File: src/rtl/instr_encoder_loader_if.sv
// Descriptor stream and instruction-memory write bus shared by the loader
// and whatever feeds it (a bring-up controller or a testbench).
interface instr_encoder_loader_if #(
  parameter int ADDR_W = 6
) ();
  logic              in_valid;
  logic              in_ready;
  logic [2:0]        in_kind;
  logic [2:0]        in_funct3;
  logic              in_funct7b5;
  logic [4:0]        in_rd;
  logic [4:0]        in_rs1;
  logic [4:0]        in_rs2;
  logic [20:0]       in_imm;
  logic              imem_we;
  logic [ADDR_W-1:0] imem_addr;
  logic [31:0]       imem_wdata;

  modport master (
    output in_valid, in_kind, in_funct3, in_funct7b5, in_rd, in_rs1, in_rs2, in_imm,
    input  in_ready, imem_we, imem_addr, imem_wdata
  );

  modport slave (
    input  in_valid, in_kind, in_funct3, in_funct7b5, in_rd, in_rs1, in_rs2, in_imm,
    output in_ready, imem_we, imem_addr, imem_wdata
  );
endinterface

File: src/rtl/instr_encoder_loader.sv
// Program loader: packs field-level descriptors into RV32I words (load, store,
// R-type, I-type ALU, branch, JAL) and writes them to consecutive
// instruction-memory words starting at 0. One registered write stage sits
// between the accept handshake and the memory strobe.
module instr_encoder_loader #(
  parameter int ADDR_W    = 6,
  parameter int MEM_WORDS = 64
) (
  input  logic                    clk,
  input  logic                    rst,
  input  logic                    start,
  input  logic                    finish,
  instr_encoder_loader_if.slave   bus,
  output logic [ADDR_W:0]         count,
  output logic                    busy,
  output logic                    done,
  output logic                    err
);

  typedef enum logic [2:0] {S_IDLE, S_ACCEPT, S_DRAIN, S_DONE, S_ERROR} state_t;

  localparam logic [2:0] K_LOAD   = 3'd0;
  localparam logic [2:0] K_STORE  = 3'd1;
  localparam logic [2:0] K_RTYPE  = 3'd2;
  localparam logic [2:0] K_ITYPE  = 3'd3;
  localparam logic [2:0] K_BRANCH = 3'd4;
  localparam logic [2:0] K_JAL    = 3'd5;

  localparam logic [ADDR_W:0] MEM_WORDS_C = (ADDR_W+1)'(MEM_WORDS);

  state_t              state_reg, state_next;
  // Words written and descriptors accepted always move together (an accept
  // produces exactly one write one cycle later), so a single counter serves both.
  logic [ADDR_W:0]     count_reg, count_next, count_inc;
  logic                we_reg, we_next;
  logic [ADDR_W-1:0]   addr_reg, addr_next;
  logic [31:0]         wdata_reg, wdata_next;

  logic                accept;
  logic                legal;
  logic [31:0]         enc_word;
  logic signed [20:0]  imm_s;
  logic                is_shift;

  assign imm_s     = bus.in_imm;
  assign is_shift  = (bus.in_funct3 == 3'b001) || (bus.in_funct3 == 3'b101);
  assign count_inc = count_reg + 1'b1;
  assign accept    = bus.in_valid && bus.in_ready;

  // Encode the current descriptor and decide whether its immediate fits the format.
  always_comb begin
    enc_word = 32'd0;
    legal    = 1'b0;
    case (bus.in_kind)
      K_LOAD: begin
        enc_word = {bus.in_imm[11:0], bus.in_rs1, bus.in_funct3, bus.in_rd, 7'b0000011};
        legal    = (imm_s >= -21'sd2048) && (imm_s <= 21'sd2047);
      end
      K_ITYPE: begin
        if (is_shift) begin
          enc_word = {1'b0, bus.in_funct7b5, 5'b00000, bus.in_imm[4:0], bus.in_rs1,
                      bus.in_funct3, bus.in_rd, 7'b0010011};
          legal    = (imm_s >= 21'sd0) && (imm_s <= 21'sd31);
        end else begin
          enc_word = {bus.in_imm[11:0], bus.in_rs1, bus.in_funct3, bus.in_rd, 7'b0010011};
          legal    = (imm_s >= -21'sd2048) && (imm_s <= 21'sd2047);
        end
      end
      K_STORE: begin
        enc_word = {bus.in_imm[11:5], bus.in_rs2, bus.in_rs1, bus.in_funct3,
                    bus.in_imm[4:0], 7'b0100011};
        legal    = (imm_s >= -21'sd2048) && (imm_s <= 21'sd2047);
      end
      K_RTYPE: begin
        enc_word = {1'b0, bus.in_funct7b5, 5'b00000, bus.in_rs2, bus.in_rs1,
                    bus.in_funct3, bus.in_rd, 7'b0110011};
        legal    = 1'b1;
      end
      K_BRANCH: begin
        enc_word = {bus.in_imm[12], bus.in_imm[10:5], bus.in_rs2, bus.in_rs1, bus.in_funct3,
                    bus.in_imm[4:1], bus.in_imm[11], 7'b1100011};
        legal    = (imm_s >= -21'sd4096) && (imm_s <= 21'sd4094) && !bus.in_imm[0];
      end
      K_JAL: begin
        enc_word = {bus.in_imm[20], bus.in_imm[10:1], bus.in_imm[11], bus.in_imm[19:12],
                    bus.in_rd, 7'b1101111};
        legal    = !bus.in_imm[0];
      end
      default: begin
        enc_word = 32'd0;
        legal    = 1'b0;
      end
    endcase
  end

  // Next-state and write-stage logic; start overrides everything else.
  always_comb begin
    state_next = state_reg;
    count_next = count_reg;
    we_next    = 1'b0;
    addr_next  = addr_reg;
    wdata_next = wdata_reg;
    if (start) begin
      state_next = S_ACCEPT;
      count_next = '0;
      addr_next  = '0;
    end else begin
      case (state_reg)
        S_ACCEPT: begin
          if (accept && !legal) begin
            state_next = S_ERROR;
          end else begin
            if (accept) begin
              we_next    = 1'b1;
              addr_next  = count_reg[ADDR_W-1:0];
              wdata_next = enc_word;
              count_next = count_inc;
            end
            if (finish || (accept && (count_inc >= MEM_WORDS_C)) || (count_reg >= MEM_WORDS_C))
              state_next = S_DRAIN;
          end
        end
        S_DRAIN: state_next = S_DONE;
        default: state_next = state_reg;
      endcase
    end
  end

  // State and write-stage registers.
  always_ff @(posedge clk) begin
    if (rst) begin
      state_reg <= S_IDLE;
      count_reg <= '0;
      we_reg    <= 1'b0;
      addr_reg  <= '0;
      wdata_reg <= 32'd0;
    end else begin
      state_reg <= state_next;
      count_reg <= count_next;
      we_reg    <= we_next;
      addr_reg  <= addr_next;
      wdata_reg <= wdata_next;
    end
  end

  // The strobe is masked during reset so an abort never lets a stale write through.
  assign bus.imem_we    = we_reg && !rst;
  assign bus.imem_addr  = addr_reg;
  assign bus.imem_wdata = wdata_reg;
  assign bus.in_ready   = (state_reg == S_ACCEPT) && (count_reg < MEM_WORDS_C);
  assign count          = count_reg;
  assign busy           = (state_reg == S_ACCEPT) || (state_reg == S_DRAIN);
  assign done           = (state_reg == S_DONE);
  assign err            = (state_reg == S_ERROR);

endmodule
File: src/flat_wrapper.sv
// flat-port wrapper written by rule: the top's interface ports become plain ports
module instr_encoder_loader_flat 
#(
  parameter int ADDR_W    = 6,
  parameter int MEM_WORDS = 64
)
  (clk, rst, start, finish, count, busy, done, err, bus_in_valid, bus_in_kind, bus_in_funct3, bus_in_funct7b5, bus_in_rd, bus_in_rs1, bus_in_rs2, bus_in_imm, bus_in_ready, bus_imem_we, bus_imem_addr, bus_imem_wdata);
  instr_encoder_loader_if #(.ADDR_W(ADDR_W)) bus_i ();
  input  logic clk;
  input  logic rst;
  input  logic start;
  input  logic finish;
  output logic [ADDR_W:0] count;
  output logic busy;
  output logic done;
  output logic err;
  input wire logic [$bits(bus_i.in_valid)-1:0] bus_in_valid;
  input wire logic [$bits(bus_i.in_kind)-1:0] bus_in_kind;
  input wire logic [$bits(bus_i.in_funct3)-1:0] bus_in_funct3;
  input wire logic [$bits(bus_i.in_funct7b5)-1:0] bus_in_funct7b5;
  input wire logic [$bits(bus_i.in_rd)-1:0] bus_in_rd;
  input wire logic [$bits(bus_i.in_rs1)-1:0] bus_in_rs1;
  input wire logic [$bits(bus_i.in_rs2)-1:0] bus_in_rs2;
  input wire logic [$bits(bus_i.in_imm)-1:0] bus_in_imm;
  output wire logic [$bits(bus_i.in_ready)-1:0] bus_in_ready;
  output wire logic [$bits(bus_i.imem_we)-1:0] bus_imem_we;
  output wire logic [$bits(bus_i.imem_addr)-1:0] bus_imem_addr;
  output wire logic [$bits(bus_i.imem_wdata)-1:0] bus_imem_wdata;
  assign bus_i.in_valid = bus_in_valid;
  assign bus_i.in_kind = bus_in_kind;
  assign bus_i.in_funct3 = bus_in_funct3;
  assign bus_i.in_funct7b5 = bus_in_funct7b5;
  assign bus_i.in_rd = bus_in_rd;
  assign bus_i.in_rs1 = bus_in_rs1;
  assign bus_i.in_rs2 = bus_in_rs2;
  assign bus_i.in_imm = bus_in_imm;
  assign bus_in_ready = bus_i.in_ready;
  assign bus_imem_we = bus_i.imem_we;
  assign bus_imem_addr = bus_i.imem_addr;
  assign bus_imem_wdata = bus_i.imem_wdata;
  instr_encoder_loader #(.ADDR_W(ADDR_W), .MEM_WORDS(MEM_WORDS)) u_core (.clk(clk), .rst(rst), .start(start), .finish(finish), .bus(bus_i), .count(count), .busy(busy), .done(done), .err(err));
endmodule
File: config.mk
export PLATFORM = sky130hd
export DESIGN_NAME = instr_encoder_loader_flat
export DESIGN_NICKNAME = d
export VERILOG_FILES = /design/src/rtl/instr_encoder_loader_if.sv /design/src/rtl/instr_encoder_loader.sv /design/src/flat_wrapper.sv
export SDC_FILE = /design/constraint.sdc
export NUM_CORES = 1
export LEC_CHECK = 0
export ABC_CLOCK_PERIOD_IN_PS = 3220
export BUFFER_PORTS_ARGS = -buffer_cell sky130_fd_sc_hd__buf_4
export CAP_MARGIN = 20
export CELL_PAD_IN_SITES_DETAIL_PLACEMENT = 1
export CELL_PAD_IN_SITES_GLOBAL_PLACEMENT = 1
export CORE_MARGIN = 8
export CORE_UTILIZATION = 38
export CTS_BUF_LIST = sky130_fd_sc_hd__clkbuf_4 sky130_fd_sc_hd__clkbuf_8 sky130_fd_sc_hd__clkbuf_16
export CTS_CLUSTER_SIZE = 16
export DETAILED_ROUTE_END_ITERATION = 16
export PLACE_DENSITY_LB_ADDON = 0.1
export SYNTH_ARGS = -nofsm -noshare
export SYNTH_HDL_FRONTEND = slang
export SYNTH_SLANG_ARGS = --single-unit
File: constraint.sdc
create_clock -name clk -period 3.22 [get_ports clk]
set_input_delay 0.483 -clock clk [delete_from_list [all_inputs] [get_ports clk]]
set_output_delay 0.483 -clock clk [all_outputs]
set_load 0.005 [all_outputs]
==> results.sh, run 1 <==
export IMPL_cts_setup_buffers=0
export IMPL_whs_ns=0.413
export IMPL_grt_use_total=0.169
export IMPL_clkSlewWorstSetupHoldPaths_ns=0.09
export IMPL_synth_simple_gate_area_frac=0.231
export IMPL_fin_tns_setup_ns=0
export IMPL_finalCriticalPeriod_ns=2.42
export IMPL_mostFrequentLayoutCells="buf_4 (100), nor2_1 (60), dfxtp_1 (47)"
export IMPL_async_reset_ff_frac=0
export IMPL_worstHoldStart="bus_in_imm[5]"
export IMPL_ys_warn_count=0
export IMPL_hpwlAfterDp_um=6130
export IMPL_multiInputGateArea_um2=1480
export IMPL_tritoncts="yes"
export IMPL_gr_total_overflow=0
export IMPL_synthTopCellsByArea="dfxtp_1 (37%), mux2i_1 (9.3%), nor2_1 (8.7%), o221a_2 (5.7%), a211oi_2 (3.4%)"
export IMPL_synthAdderAreaFrac=0.00486
export IMPL_worstHoldPathType="primary input to flop"
export IMPL_cts_sinks=47
export IMPL_avgSynthCellArea_um2=8.45
export IMPL_final_max_slew_violation_count=0
export IMPL_syn_cell_area_um2=2580
export IMPL_initial_core_util=0.386
export IMPL_synth_seq_cells=47
export IMPL_hold_viol_final=0
export IMPL_synth_edf_count=0
export IMPL_grt_pass1_vias=2597
export IMPL_firstDrtPassIters=4
export IMPL_area_delta_synth_final_pct=34.0
export IMPL_coreArea_um2=6680
export IMPL_viasPerCell=5.44
export IMPL_power_leakage_nw=1.44
export IMPL_grt_pass1_wl_um=13500
export IMPL_gp_congestion=0.788
export IMPL_synth_compound_area_share=0.213
export IMPL_antenna_found_initial=0
export IMPL_first_iter_violations=148
export IMPL_required_ns=3.42
export IMPL_htreeDepth=2
export IMPL_critPathKind="primary input to flop"
export IMPL_synth_top_family_by_area="simple AND/OR/NAND/NOR gates"
export IMPL_start_kind="primary input"
export IMPL_cts_root_buffer="clkbuf_8"
export IMPL_arrival_ns=2.62
export IMPL_syn_inst=305
export IMPL_die_area_um2=9670
export IMPL_synthFlopType="dfxtp_1"
export IMPL_dieHeight_um=98.3
export IMPL_insertion_delay_ns=0.30
export IMPL_cts_buffers=5
export IMPL_cts_max_path_buffers=2
export IMPL_yosysSeqAreaShare=0.365
export IMPL_antenna_left=0
export IMPL_die_x_um=98.3
export IMPL_setup_viol=0
export IMPL_rsz0062_at_grt="false"
export IMPL_avgRoutedWirePerCell_um=17.5
export IMPL_num_vias=2551
export IMPL_num_rows=30
export IMPL_synth_fp_nets=354
export IMPL_final_common_cell="buf_4"
export IMPL_drc=0
export IMPL_cts_resized_gates=0
export IMPL_wl_um=8220
export IMPL_synthDominantCellAreaShare=0.365
export IMPL_antennaDiodeCount=0
export IMPL_relSlewSlack=0.539
export IMPL_largest_reg_flops=30
export IMPL_irDropWorstVdd_mv=0.194
export IMPL_synthDistinctLibCells=43
export IMPL_cts_hold_buf=0
export IMPL_port_buffers=97
export IMPL_grt_max_degree=57
export IMPL_fin_worst_skew_ns=0.00355
export IMPL_worstSetupEndpointType="flop"
export IMPL_fillCellCount=839
export IMPL_regArea_um2=941
export IMPL_synthMuxAreaShare=0.102
export IMPL_p_per_area_nw_per_um2=363
export IMPL_critical_path_startpoint="bus_in_kind[0]"
export IMPL_drv_cap=0
export IMPL_r2r_start="u_core.state_reg[0]"
export IMPL_fin_nets=437
export IMPL_cp_max_fo=17
export IMPL_min_period_over_period=0.752
export IMPL_final_layout_size_suffix_gt1_frac=0.352
export IMPL_yosys_area_top_type="dfxtp_1"
export IMPL_timing_fmax_mhz=413
export IMPL_r2r_setup_slack_ns=0.95
export IMPL_finalPower_w=0.00125
export IMPL_synth_xor_area_frac=0.0204
export IMPL_status="completed"
export IMPL_io_pins=98
export IMPL_tightest_slew_ns=0.685
-- metrics by stage --
| stage | setup slack, ns | cells | util | area, um2 |
|---|---|---|---|---|
| final | 0.799 | 469 | 0.517 | 3450 |
| after floorplan | 0.855 | 305 | - | 2580 |
| after CTS | 0.786 | 469 | 0.517 | 3450 |
| after global placement | 0.548 | 461 | 0.499 | 3340 |
| after detailed placement | 0.497 | 461 | 0.499 | 3340 |
| after global routing | 0.636 | 469 | 0.517 | 3450 |
-- logic make-up after synthesis --
group,count (synthesis)
flip-flops,47
multiplexers,26
buffers and inverters,36
AO/OA/AOI/OAI,67
adder cells (fa/ha/maj),1
AND/OR/NAND/NOR,122
XOR/XNOR,6
-- per-layer routing --
metal | vias to the layer above | part of all wire | track usage
li1 | 1263 | - | -
met1 | 1208 | 0.48 | 0.219
met2 | 69 | 0.44 | 0.263
met3 | 11 | 0.060 | 0.0526
met4 | 0 | 0.012 | 0.0460
met5 | - | 0 | 0
-- synth_stat cells, drive strengths merged, types with 3 or more instances --
library cell,number
a211oi,8
a21oi,17
a22oi,10
a311oi,3
a31oi,4
buf,12
clkbuf,13
dfxtp,47
inv,11
mux2i,24
nand2,6
nand2b,6
nand3,9
nand4,3
nor2,60
nor2b,6
nor3,15
o21ai,6
o221a,13
xnor2,6
-- final timing paths --
path / cells after the start / endpoint
setup / recovery: 8 / u_core.count[2]
hold / removal: 3 / u_core.bus.imem_wdata[25]
setup reg to reg: 6 / u_core.bus.imem_wdata[6]
hold reg to reg: 2 / u_core.bus.imem_wdata[27]
-- worst max-delay path, stage by stage --
cell and delay [ns]:
buf_4 0.25, nor4b_1 0.39, a41o_1 0.24, nand4_1 0.28, a31oi_2 0.38, buf_4 0.27
a21oi_1 0.10, a31o_2 0.22
-- final cells by class --
class,count,share of cell area
Sequential cell,47,0.272
Timing Repair Buffer,101,0.223
Inverter,11,0.0120
Clock inverter,2,0.0101
Multi-Input combinational cell,222,0.429
Clock buffer,6,0.0239
Tap cell,80,0.0290
-- power breakdown --
| part | internal (W) | switching, W | leakage (nW) |
|---|---|---|---|
| sequential | 0.000588 | 0.00000667 | 0.379 |
| clock | 0.000251 | 0.000205 | 0.0612 |
| combinational | 0.0000947 | 0.000107 | 1.00 |
No activity file was read; power rests on OpenSTA's default activity.
==> run 2: changes to the inputs <==
--- a/config.mk
+++ b/config.mk
@@ -5,13 +5,13 @@
 export SDC_FILE = /design/constraint.sdc
 export NUM_CORES = 1
 export LEC_CHECK = 0
-export ABC_CLOCK_PERIOD_IN_PS = 3220
+export ABC_CLOCK_PERIOD_IN_PS = 2000
 export BUFFER_PORTS_ARGS = -buffer_cell sky130_fd_sc_hd__buf_4
 export CAP_MARGIN = 20
 export CELL_PAD_IN_SITES_DETAIL_PLACEMENT = 1
 export CELL_PAD_IN_SITES_GLOBAL_PLACEMENT = 1
 export CORE_MARGIN = 8
-export CORE_UTILIZATION = 38
+export CORE_UTILIZATION = 32
 export CTS_BUF_LIST = sky130_fd_sc_hd__clkbuf_4 sky130_fd_sc_hd__clkbuf_8 sky130_fd_sc_hd__clkbuf_16
 export CTS_CLUSTER_SIZE = 16
 export DETAILED_ROUTE_END_ITERATION = 16
==> constraint.sdc (replaced) <==
create_clock -name clk -period 2 [get_ports clk]
set_input_delay 0.3 -clock clk [delete_from_list [all_inputs] [get_ports clk]]
set_output_delay 0.3 -clock clk [all_outputs]
set_load 0.005 [all_outputs]
==> results.sh, run 2 (synthesis gave the netlist of run 1 again) <==
export IMPL_initial_core_util=0.332
export IMPL_intPower_w=0.00155
export IMPL_violations="negative setup slack"
export IMPL_pwr_share_seq=0.446
export IMPL_fillCellCount=922
export IMPL_insertion_delay_ns=0.31
export IMPL_status="finished with violations"
export IMPL_setup_viol=28
export IMPL_cp_max_fo=3
export IMPL_critPathKind="primary input to flop"
export IMPL_antenna_found_initial=0
export IMPL_cts_root_buffer="clkbuf_8"
export IMPL_worstHoldPathType="primary input to flop"
export IMPL_relSlewSlack=0.727
export IMPL_final_common_cell="buf_4"
export IMPL_tritoncts="yes"
export IMPL_final_layout_size_suffix_gt1_frac=0.482
export IMPL_holdPathEnd="u_core.bus.imem_wdata[25]"
export IMPL_arrival_ns=2.33
export IMPL_fin_worst_skew_ns=0.00873
export IMPL_tightest_slew_ns=0.409
export IMPL_firstDrtPassIters=4
export IMPL_viasPerCell=5.20
export IMPL_worstSetupEndpointType="flop"
export IMPL_die_area_um2=11200
export IMPL_cts_sinks=47
export IMPL_finalCriticalPeriod_ns=2.08
export IMPL_cts_max_path_buffers=2
export IMPL_coreArea_um2=7770
export IMPL_avgRoutedWirePerCell_um=18.7
export IMPL_start_kind="primary input"
export IMPL_clkSlewWorstSetupHoldPaths_ns=0.10
export IMPL_switching_share=0.275
export IMPL_dieHeight_um=106
export IMPL_antenna_left=0
export IMPL_r2r_start="u_core.state_reg[2]"
export IMPL_min_period_over_period=1.04
export IMPL_rsz0062_at_grt="true"
export IMPL_gp_congestion=0.784
export IMPL_num_rows=32
export IMPL_maxUsedRoutingLayer="met4"
export IMPL_comb_power_share=0.210
export IMPL_layout_setup_ws_ns=-0.0798
export IMPL_worstHoldStart="bus_in_imm[5]"
export IMPL_whs_ns=0.227
export IMPL_drc=0
export IMPL_utilization=0.553
export IMPL_met3WireLength_um=539
export IMPL_fin_nets=492
export IMPL_area_delta_synth_final_pct=66.8
export IMPL_final_max_slew_violation_count=0
export IMPL_antennaDiodeCount=0
export IMPL_gr_total_overflow=0
export IMPL_die_x_um=106
export IMPL_io_pins=98
export IMPL_required_ns=2.25
export IMPL_grt_pass1_wl_um=15900
export IMPL_power_leakage_nw=1.84
export IMPL_wl_um=10200
export IMPL_grt_pass1_vias=3007
export IMPL_grt_use_total=0.173
export IMPL_cts_hold_buf=0
export IMPL_mostFrequentLayoutCells="buf_4 (137), nor2_1 (57), dfxtp_1 (47)"
export IMPL_num_vias=2837
export IMPL_r2r_setup_slack_ns=0.13
export IMPL_wl_met1_um=4710
export IMPL_power_frac_clock=0.344
export IMPL_grt_max_degree=21
export IMPL_reg2reg_to="u_core.bus.imem_wdata[23]"
export IMPL_cts_buffers=5
export IMPL_irDropWorstVdd_mv=0.314
export IMPL_htreeDepth=2
export IMPL_hpwlAfterDp_um=6890
export IMPL_hold_depth=3
export IMPL_hold_viol_final=0
export IMPL_port_buffers=97
export IMPL_first_iter_violations=125
export IMPL_routed_wl_met2_um=4860
export IMPL_rr_worst_depth=7
export IMPL_p_per_area_nw_per_um2=497
export IMPL_largest_reg_flops=30
export IMPL_timing_fmax_mhz=481
export IMPL_p_switching_w=0.000587
export IMPL_drv_cap=0
run 2: cell types whose count changed in the layout (fill, tap and decap cells not counted), moves of 3 or more:
cell / change
buf_16: +4
buf_4: +37
buf_6: +7
clkbuf_16: +3
nand2_1: -3
nor2_1: -3
nor2_2: +3
nor3_1: -5
nor3_2: +5
o21ai_0: -5
o21ai_1: +5
o221a_2: -8
o221a_4: +8
run 2: worst max path at each step:
stage / endpoint / depth (start not counted) / slack (ns) / start
floorplan: u_core.bus.imem_addr[0] / 7 / -0.14 / bus_in_imm[12]
global placement: u_core.bus.imem_wdata[23] / 9 / -0.37 / bus_in_imm[16]
detailed placement: u_core.bus.imem_wdata[29] / 9 / -0.43 / bus_in_imm[12]
CTS: u_core.bus.imem_wdata[31] / 10 / -0.07 / bus_in_imm[12]
global route: u_core.bus.imem_wdata[28] / 10 / -0.13 / bus_in_imm[14]
finish: u_core.state_reg[0] / 8 / -0.08 / bus_in_imm[14]
run 2: routing by layer:
metal | GRT usage | vias up
met3 | 0.0499 | 9
li1 | - | 1387
met4 | 0.0432 | 0
met5 | 0 | -
met1 | 0.212 | 1378
met2 | 0.290 | 63
run 2: stage by stage:
| step | setup TNS, ns | power [W] | cell area (um2) | setup slack [ns] | instances |
|---|---|---|---|---|---|
| after floorplan | -2.88 | 0.00115 | 2590 | -0.137 | 305 |
| after global placement | -13.62 | 0.00136 | 3700 | -0.369 | 524 |
| after detailed placement | -16.04 | 0.00137 | 3700 | -0.435 | 524 |
| after CTS | -0.627 | 0.00213 | 4050 | -0.0713 | 544 |
| after global routing | -3.32 | 0.00223 | 4300 | -0.133 | 546 |
| final | -1.14 | 0.00214 | 4300 | -0.0798 | 546 |
run 2: area by class of cell:
type / instances / area [um2] / share of cell area
Multi-Input combinational cell: 222 / 1690 / 0.393
Timing Repair Buffer: 156 / 1380 / 0.322
Sequential cell: 47 / 941 / 0.219
Tap cell: 102 / 128 / 0.0297
Clock buffer: 5 / 68.8 / 0.0160
Clock inverter: 3 / 47.5 / 0.0111
Inverter: 11 / 41.3 / 0.00961
run 2: power by group through the flow:
stage / Clock (W) / Sequential [W] / Combinational [W]
3_3_place_gp: 0 / 0.000975 / 0.000387
2_1_floorplan: 0 / 0.000977 / 0.000172
3_5_place_dp: 0 / 0.000975 / 0.000394
5_1_grt: 0.000794 / 0.000955 / 0.000482
4_1_cts: 0.000759 / 0.000953 / 0.000418
6_report: 0.000735 / 0.000953 / 0.000449
run 2: critical path, stage by stage:
cell	delay, ns
buf_4	0.11
nand2_2	0.07
or4_4	0.48
a221o_1	0.44
buf_6	0.16
and4b_1	0.19
or4b_1	0.46
a21oi_1	0.12
run 2: what timing repair did:
| item | CTS | global route |
|---|---|---|
| gates cloned | 4 | 3 |
| endpoints found under the setup margin | 31 | 45 |
| setup buffers | 8 | 1 |
| resized for setup | 20 | 34 |
| pin swaps | 8 | 14 |
